File: config.mk
export PLATFORM = sky130hd
export DESIGN_NAME = fto_settle_timer
export DESIGN_NICKNAME = d
export VERILOG_FILES = /design/src/rtl/fto_chk_pkg.sv /design/src/rtl/fto_settle_timer.sv
export SDC_FILE = /design/constraint.sdc
export NUM_CORES = 1
export LEC_CHECK = 0
export BUFFER_PORTS_ARGS = -buffer_cell sky130_fd_sc_hd__buf_2
export CORE_AREA = 2 2 39 41
export CTS_BUF_LIST = sky130_fd_sc_hd__clkbuf_8 sky130_fd_sc_hd__clkbuf_16
export CTS_CLUSTER_SIZE = 28
export DETAILED_ROUTE_END_ITERATION = 8
export DIE_AREA = 0 0 41 43
export GPL_TIMING_DRIVEN = 1
export PLACE_DENSITY = 0.6
export SETUP_SLACK_MARGIN = 0.15
export SLEW_MARGIN = 20
export SYNTH_ARGS = -nofsm -noshare
export SYNTH_HDL_FRONTEND = slang
export SYNTH_SLANG_ARGS = --single-unit
File: constraint.sdc
create_clock -name clk -period 1.9 [get_ports clk]
set_input_delay 0.285 -clock clk [delete_from_list [all_inputs] [get_ports clk]]
set_output_delay 0.285 -clock clk [all_outputs]
set_load 0.02 [all_outputs]
File: src/rtl/fto_chk_pkg.sv
// Shared types and defaults for the four-input function response checker.
package fto_chk_pkg;

  localparam int unsigned VEC_W             = 4;
  localparam int unsigned NUM_MINTERMS      = 16;
  localparam int unsigned DEF_SETTLE_CYCLES = 3;
  localparam int unsigned DEF_ERR_W         = 5;
  localparam logic [NUM_MINTERMS-1:0] DEF_TRUTH_TABLE = 16'h6996;

  typedef enum logic [1:0] {
    IDLE,
    SETTLE,
    DONE
  } state_t;

endpackage

File: src/rtl/fto_settle_timer.sv
// Tracks how long the applied vector has been stable and fires one compare
// strobe per stable interval once SETTLE_CYCLES stable edges have elapsed.
module fto_settle_timer
  import fto_chk_pkg::*;
#(
  parameter int unsigned SETTLE_CYCLES = DEF_SETTLE_CYCLES
) (
  input  logic             clk,
  input  logic             rst_n,
  input  logic             active,
  input  logic             restart,
  input  logic             sample_en,
  input  logic [VEC_W-1:0] vec_in,
  output logic             compare_strobe,
  output logic [VEC_W-1:0] vec
);

  localparam logic [3:0] SETTLE_MAX = 4'(SETTLE_CYCLES);

  logic [3:0] cnt;
  logic       checked;

  // Restart always wins so that a start pulse never coincides with a compare.
  always_comb begin
    compare_strobe = 1'b0;
    if (active && !restart && sample_en && (vec_in == vec) &&
        (cnt == SETTLE_MAX) && !checked)
      compare_strobe = 1'b1;
  end

  always_ff @(posedge clk or negedge rst_n) begin
    if (!rst_n) begin
      vec     <= '0;
      cnt     <= '0;
      checked <= 1'b0;
    end else if (restart) begin
      vec     <= vec_in;
      cnt     <= '0;
      checked <= 1'b0;
    end else if (active) begin
      if (!sample_en) begin
        cnt     <= '0;
        checked <= 1'b0;
      end else if (vec_in != vec) begin
        vec     <= vec_in;
        cnt     <= '0;
        checked <= 1'b0;
      end else begin
        if (cnt < SETTLE_MAX)
          cnt <= cnt + 4'd1;
        if (compare_strobe)
          checked <= 1'b1;
      end
    end
  end

endmodule

; ---- Yosys cells after proc, flatten, opt, wreduce, memory -nomap -nowiden
; Cells that the tools add are included.
[totals]
regBits = 9
out_inout_bits = 5
[classes]
n_addsub = 1
order_cmp = 1
n_eq_ne = 5
mux = 15
reduce_logical = 13
[ops]
columns = cell, n
row1 = two-way mux 4 bit, 9
row2 = "inequality test 4 x 2 -> 1 bit, second input constant", 2
row3 = two-way mux 1 bit, 6
row4 = nonzero test 2 bit, 3
row5 = logical AND 1 bit, 5
row6 = "adder 4 x 1 -> 4 bit, second input constant", 1
row7 = "== test 4 x 2 -> 1 bit, second input constant", 1
row8 = == test 4 bit, 1
row9 = "less-than comparator 4 x 2 -> 1 bit, second input constant", 1
row10 = inequality test 4 bit, 1
row11 = AND reduction 2 bit, 2
row12 = AND reduction 3 bit, 1
row13 = logical NOT 1 bit, 2

; ---- Logic depth before layout (Yosys ltp)
; Gate-level depths: netlist of the first run.
[logic_depth]
depth_word = 12
depth_mapped = 5
ltp_nobuf = 5

; ---- Least setup slack after synthesis of the first run
; Ideal clock, no wire load.
[synth_path]
path_type = register -> output
startpoint = register vec[0]
endpoint = output port compare_strobe
arrival_time_ns = 1.515
t_required_ns = 1.615
setup_slack_ns = 0.100
path_stages_with_launch = 4
path_buffers = 0
cell_sequence = dfrtp_1 > xnor2_1 > nand3_2 > nor4_1
[synth_via]
elab_chain_len = 5
[synth_rtl]
columns = item, line_no
row1 = start: declaration, fto_settle_timer.sv:15  ; output logic [VEC_W-1:0] vec
row2 = start signal: assignment, fto_settle_timer.sv:37  ; vec <= vec_in;
row3 = start signal: assignment, fto_settle_timer.sv:45  ; vec <= vec_in;
row4 = == test 4 bit, fto_settle_timer.sv:26  ; if (active && !restart && sample_en && (vec_in == vec) &&
row5 = logical AND 1 bit (2 in a row), fto_settle_timer.sv:26
row6 = logical AND 1 bit, fto_settle_timer.sv:27  ; (cnt == SETTLE_MAX) && !checked)
row7 = two-way mux 1 bit, fto_settle_timer.sv:26
row8 = end: declaration, fto_settle_timer.sv:14  ; output logic compare_strobe,
; Every way passes these cells.

; ---- Final worst setup path of the first run
[layout_path]
startpoint = register cnt[0]
endpoint = register cnt[0]
[layout_via]
elab_chain_len = 6
[layout_rtl]
columns = item, line_no
row1 = start: declaration, fto_settle_timer.sv:20  ; logic [3:0] cnt;
row2 = start signal: assignment, fto_settle_timer.sv:50  ; cnt <= cnt + 4'd1;
row3 = adder 4 x 1 -> 4 bit, fto_settle_timer.sv:50
row4 = two-way mux 4 bit, fto_settle_timer.sv:49  ; if (cnt < SETTLE_MAX)
row5 = two-way mux 4 bit, fto_settle_timer.sv:44  ; end else if (vec_in != vec) begin
row6 = two-way mux 4 bit, fto_settle_timer.sv:41  ; if (!sample_en) begin
row7 = two-way mux 4 bit, fto_settle_timer.sv:40  ; end else if (active) begin
row8 = two-way mux 4 bit, fto_settle_timer.sv:36  ; end else if (restart) begin
; Parallel ways exist; a longest one is shown, timed or not. The select of a mux whose other input is x is not followed.
; A chain may end at the register's enable or synchronous reset.

==> results of run 1 <==
## worst min path at each step
stage / from / end / slack (ns) / cells past startpoint
after detailed placement: rst_n / cnt[1] / 0.15 / 1
after floorplan: rst_n / checked / -0.01 / 0
final: vec_in[0] / vec[0] / 0.30 / 2
after global placement: rst_n / cnt[1] / 0.15 / 1
after CTS: vec_in[0] / vec[0] / 0.30 / 2
after global routing: vec_in[0] / vec[0] / 0.30 / 2
## power by group through the flow
stage	clock (mW)	combinational, mW	sequential [mW]
global placement	0	0.0773	0.213
CTS	0.223	0.0810	0.211
detailed placement	0	0.0793	0.214
global route	0.237	0.0972	0.213
finish	0.219	0.0903	0.211
floorplan	0	0.0372	0.224
## flip-flops by register name, indices dropped and copies added, names as in the netlist
signal and flops:
checked 1, cnt 4, vec 4
## cell type report
| cell class | instances | area [sq um] |
|---|---|---|
| multi-input combinational | 31 | 279 |
| tap | 16 | 20.0 |
| clock buffer | 3 | 41.3 |
| sequential | 9 | 225 |
| clock inverter | 1 | 3.75 |
| timing repair buffer | 16 | 92.6 |
| fill | 134 | 722 |
## through the flow
stage	worst slack, ns	std cells
2_1_floorplan	0.236	40
3_3_place_gp	0.208	69
3_5_place_dp	0.178	69
4_1_cts	0.164	74
5_1_grt	0.149	76
6_report	0.230	76
## routing by layer
| metal | GRT usage (%) | up-vias | wire length [microns] |
|---|---|---|---|
| met4 | 6.00 | 0 | 14 |
| met1 | 14.2 | 175 | 382 |
| li1 | - | 184 | - |
| met5 | 0 | - | 0 |
| met3 | 3.14 | 2 | 43 |
| met2 | 20.0 | 13 | 501 |
## kinds of logic (layout without fill, tap and decap cells)
logic type | after synthesis | after routing | synth area share (%)
flip-flops | 9 | 9 | 47.5
AO/OA/AOI/OAI | 8 | 8 | 12.7
buffers and inverters | 0 | 20 | 0
AND/OR/NAND/NOR | 14 | 14 | 17.1
XOR/XNOR | 4 | 4 | 10.6
multiplexers | 4 | 4 | 9.50
adder cells (fa/ha/maj) | 1 | 1 | 2.64
## placed cells by master, fill, tap and decap left out, drive strengths merged
| cell type | n |
|---|---|
| inv | 1 |
| nor4 | 1 |
| xnor2 | 4 |
| nand3b | 1 |
| or3 | 2 |
| o22a | 1 |
| nand2 | 3 |
| a21oi | 1 |
| nor3 | 1 |
| a31o | 1 |
| buf | 15 |
| a211oi | 1 |
| clkbuf | 3 |
| ha | 1 |
| dlygate4sd3 | 1 |
| nor2 | 4 |
| dfrtp | 9 |
| o21a | 2 |
| o31ai | 1 |
| a21o | 1 |
| mux2 | 4 |
| nand3 | 2 |
## what timing repair did
action                                  4_1_cts  5_1_grt
resized for setup                             0        5
endpoints found under the setup margin        1        2
buffers inserted                              0        2
endpoints found under the hold margin         9        0
hold buffers                                  1        0
pin swaps                                     1        2
==> flow_metrics.tcl, run 1 <==
set metrics [dict create \
    status "completed" \
    synth_area_leader_cell "dfrtp_1" \
    post_synth.cell_area_avg_sq_um 11.9 \
    hold_class "input port to register" \
    critPathCaptureType "register" \
    grt_pass1_wl_microns 1460 \
    ant_nets 0 \
    cp.depth 5 \
    reg2reg_from "cnt[0]" \
    timing.rr.end "cnt[0]" \
    area_growth_pct 39.6 \
    total_power_mw 0.521 \
    synth_edf_count 0 \
    p_int_mw 0.385 \
    drv_cap 0 \
    critical_path_class "register to register" \
    cpMaxStageDelayCell "or3_4" \
    power.leakage_nw 0.327 \
    r2r_slack_ns 0.23 \
    port_buffers 13 \
    clkPwrFrac_pct 42.1 \
    hold_viol 0 \
    netlist-cell-type-count 21 \
    grt_max_degree 10 \
    min_period_ns 1.67 \
    cts_tree "built" \
    startpoint "cnt[0]" \
    io_pins 14 \
    p_switching_mw 0.136 \
    cts.clk_slew.worst_paths_ns 0.05 \
    core_area_sq_um 1380 \
    maxSlewViolCount 0 \
    synthCells 40 \
    relSlewSlack_pct 70.3 \
    period_share_pct 87.9 \
    cts_num_sinks 9 \
    grt_overflow 0 \
    dpl_cell_area_sq_um 566 \
    post_route_cells_drive_above_1_share_pct 45.0 \
    start_util_pct 34.3 \
    whs_ns 0.301 \
    cp-start-kind "register" \
    cp.required_ns 2.07 \
    finalInstanceArea_sq_um 662 \
    grt_pass1_vias 359 \
    synth_commonest_cells "dfrtp_1 (9), mux2_1 (4), nor2_1 (4), nand2_1 (3)" \
    synth_most_common_cell "dfrtp_1" \
    dieArea_sq_um 1760 \
    yosys-top-cells-area "dfrtp_1 (47%), mux2_1 (9.5%), xnor2_2 (6.9%), xnor2_1 (3.7%), nor2_1 (3.2%)" \
    combPwrFrac_pct 17.3 \
    hpwl_microns 708 \
    synthArstFlopShare_pct 100 \
    cp_cell_sequence "ha_2, or3_4, or3_1, a211oi_2, a21o_1" \
    vias 374 \
    drt_wl_total_microns 941 \
    antenna_cells 0 \
    drt_first_pass_iters 4 \
    die_h_microns 43 \
    pwr-share-seq_pct 40.6 \
    gp_congestion 0.677 \
    nets 71 \
    worst_slew_pin_slew_ns 0.444 \
    worst_ep_arrival_time_ns 1.84 \
    syn_area_sq_um 474 \
    yosys_warnings 0 \
    synth_fp_nets 50 \
    synth_seq_cells 9 \
    setup_viol 0 \
    synth_top_area_share_pct 47.5 \
    cts-root-buf "clkbuf_8" \
    r2r_cells 5 \
    cts.htree.levels 1 \
    critPathTopFamily "simple AND/OR/NAND/NOR gates" \
    cts_made_buffers 3 \
    route.detailed.drc 0 \
    timing.critical_path.buf_inv 0 \
    cellPowerDensity_nw_per_um2 787 \
    viasPerCell 4.92 \
    worstSkewPairLatency_ns 0.23 \
    tns_ns 0 \
    num_rows 14 \
    clk_path_buf_depth 2 \
    rsz0062_at_grt "false" \
    yosysSeqAreaShare_pct 47.5 \
    worst-path-max-fanout 4 \
    crit_path_max_incr_delay_ns 0.39 \
    routedWlPerCell_microns 12.4 \
    ir_drop_uv 349 \
    gr-usage-all-layers_pct 12.4 \
    die_w_microns 41 \
    endpoint "cnt[0]" \
    fin_worst_skew_ns 0.00111 \
    antenna_found_initial 0 \
    post-route-util_pct 47.8 \
    max_freq_mhz 599 \
    ys.flop_type "dfrtp_1" \
    p_sw_share_pct 26.1 \
    dr.first_iter.drc_count 3 \
]
(Power assumes the default switching activity.)
==> run 2, diff against run 1 <==
Clock period 1.9 ns to 1.6 ns, I/O delays scaled along.
==> run 2 against run 1 <==
Against the previous run: the run now ends with negative setup slack left; first-iteration DRC count grew 100%; fmax increased by 3.9%; via count increased by 8.3%; power is 18% higher; critical path type unchanged; highest routed layer unchanged.
==> flow_metrics.tcl, run 2 (synthesized netlist as in run 1, its figures left out) <==
set metrics [dict create \
    finalInstanceArea_sq_um 697 \
    cts-root-buf "clkbuf_8" \
    post_route_cells_drive_above_1_share_pct 49.2 \
    worst-path-max-fanout 2 \
    p_switching_mw 0.151 \
    fillCellCount 136 \
    cts.clk_slew.worst_paths_ns 0.04 \
    fin_ws_ns -0.00724 \
    busiest_layer "met2" \
    period_share_pct 100 \
    met3_usage_pct 4.71 \
    final_common_cell "buf_2" \
    antenna_found_initial 0 \
    p_sw_share_pct 24.6 \
    max_freq_mhz 622 \
    fin_worst_skew_ns 0.00195 \
    p_int_mw 0.462 \
    relSlewSlack_pct 68.5 \
    antenna_cells 0 \
    violations "negative setup slack" \
    cp-start-kind "register" \
    tns_ns -0.00724 \
    worst_ep_arrival_time_ns 1.77 \
    cpMaxStageDelayCell "dfrtp_1" \
    cts.htree.levels 1 \
    critical_path_class "register to register" \
    cts_num_sinks 9 \
    top_regs "cnt x4, vec x4, checked x1" \
    vias 405 \
    num_rows 14 \
    power.leakage_nw 0.346 \
    dr.first_iter.drc_count 6 \
    r2r_slack_ns -0.007 \
    cts_made_buffers 3 \
    core_area_sq_um 1380 \
    maxSlewViolCount 0 \
    cp.required_ns 1.76 \
    routedWlPerCell_microns 12.4 \
    cellPowerDensity_nw_per_um2 880 \
    setup_viol 1 \
    gr-usage-met2_pct 22.2 \
    post-route-util_pct 50.4 \
    start_util_pct 34.3 \
    ir_drop_uv 700 \
    clkPwrFrac_pct 40.7 \
    worst_slew_pin_slew_ns 0.470 \
    route.detailed.drc 0 \
    pwr-share-seq_pct 40.6 \
    grt_overflow 0 \
    critPathTopFamily "simple AND/OR/NAND/NOR gates" \
    drv_cap 0 \
    hold_class "input port to register" \
    dpl_cell_area_sq_um 588 \
    viasPerCell 5.00 \
    status "finished, violations left" \
    ant_nets 0 \
    worstSkewPairLatency_ns 0.23 \
    pre_cts_ws_ns -0.0236 \
    drt_first_pass_iters 4 \
    grt_pass1_vias 401 \
    drt_wl_total_microns 1000 \
    combPwrFrac_pct 18.7 \
    area_growth_pct 47.0 \
    die_h_microns 43 \
    final_cell_mix "buf_2 (12), dfrtp_1 (9), buf_4 (8), nor2_1 (4), mux2_1 (4)" \
    grt_max_degree 10 \
    port_buffers 13 \
    hold_viol 0 \
    timing.critical_path.buf_inv 0 \
    crit_path_max_incr_delay_ns 0.38 \
    gr-usage-all-layers_pct 14.8 \
    gp_congestion 0.664 \
    nets 76 \
    die_w_microns 41 \
    cts_tree "built" \
    clk_path_buf_depth 2 \
    critPathCaptureType "register" \
    use_met1_pct 19.8 \
    dieArea_sq_um 1760 \
    grt_pass1_wl_microns 1720 \
    cp_cell_sequence "ha_2, or3_4, or3_1, a211oi_2, a21o_1" \
    io_pins 14 \
    rsz0062_at_grt "true" \
    min_period_ns 1.61 \
]
-- run 2: changes by cell type in the layout (fill, tap and decap cells not counted), sizes merged --
| cell | before | now |
|---|---|---|
| buf | 15 | 20 |
-- run 2: final cells by class --
| class | instances | area [sq um] | share of cell area (%) |
|---|---|---|---|
| multi-input combinational | 31 | 277 | 39.7 |
| clock buffer | 3 | 41.3 | 5.92 |
| clock inverter | 1 | 3.75 | 0.539 |
| tap | 16 | 20.0 | 2.87 |
| sequential | 9 | 225 | 32.3 |
| timing repair buffer | 21 | 130 | 18.7 |
-- run 2: final timing paths --
kind | to | cells after the start | from
setup / recovery | cnt[0] | 5 | cnt[1]
setup reg to reg | cnt[0] | 5 | cnt[1]
max in group asynchronous | vec[3] | 2 | rst_n
hold / removal | vec[0] | 2 | vec_in[0]
hold reg to reg | checked | 1 | checked
min in group asynchronous | cnt[0] | 2 | rst_n
-- run 2: through the flow --
| step | cells | total power, mW | hold slack (ns) |
|---|---|---|---|
| 5_1_grt | 81 | 0.649 | 0.255 |
| 2_1_floorplan | 40 | 0.312 | -0.0556 |
| 6_report | 81 | 0.613 | 0.253 |
| 4_1_cts | 81 | 0.621 | 0.252 |
| 3_5_place_dp | 71 | 0.348 | 0.106 |
| 3_3_place_gp | 71 | 0.347 | 0.107 |
-- run 2: timing repair --
item / in CTS / in global routing
setup buffers: 5 / 0
endpoints found under the hold margin: 9 / 0
gates resized for setup: 3 / 0
pin swaps: 7 / 0
hold buffers: 1 / 0
cloned: 0 / 0
setup endpoints to repair: 3 / 3
-- run 2: per-layer routing --
layer / wire length, microns / vias up
li1: - / 198
met3: 50 / 2
met5: 0 / -
met1: 423 / 192
met4: 6 / 0
met2: 522 / 13
-- run 2: power groups by stage --
stage	clock, mW	sequential (mW)	combinational, mW
floorplan	0	0.266	0.0454
global placement	0	0.254	0.0939
detailed placement	0	0.254	0.0939
CTS	0.256	0.249	0.116
global route	0.273	0.251	0.126
finish	0.249	0.249	0.115
-- run 2: worst register-to-register path, stage by stage (launching register included) --
cell,delay (ns)
dfrtp_1,0.38
ha_2,0.20
or3_4,0.32
or3_1,0.33
a211oi_2,0.20
a21o_1,0.11
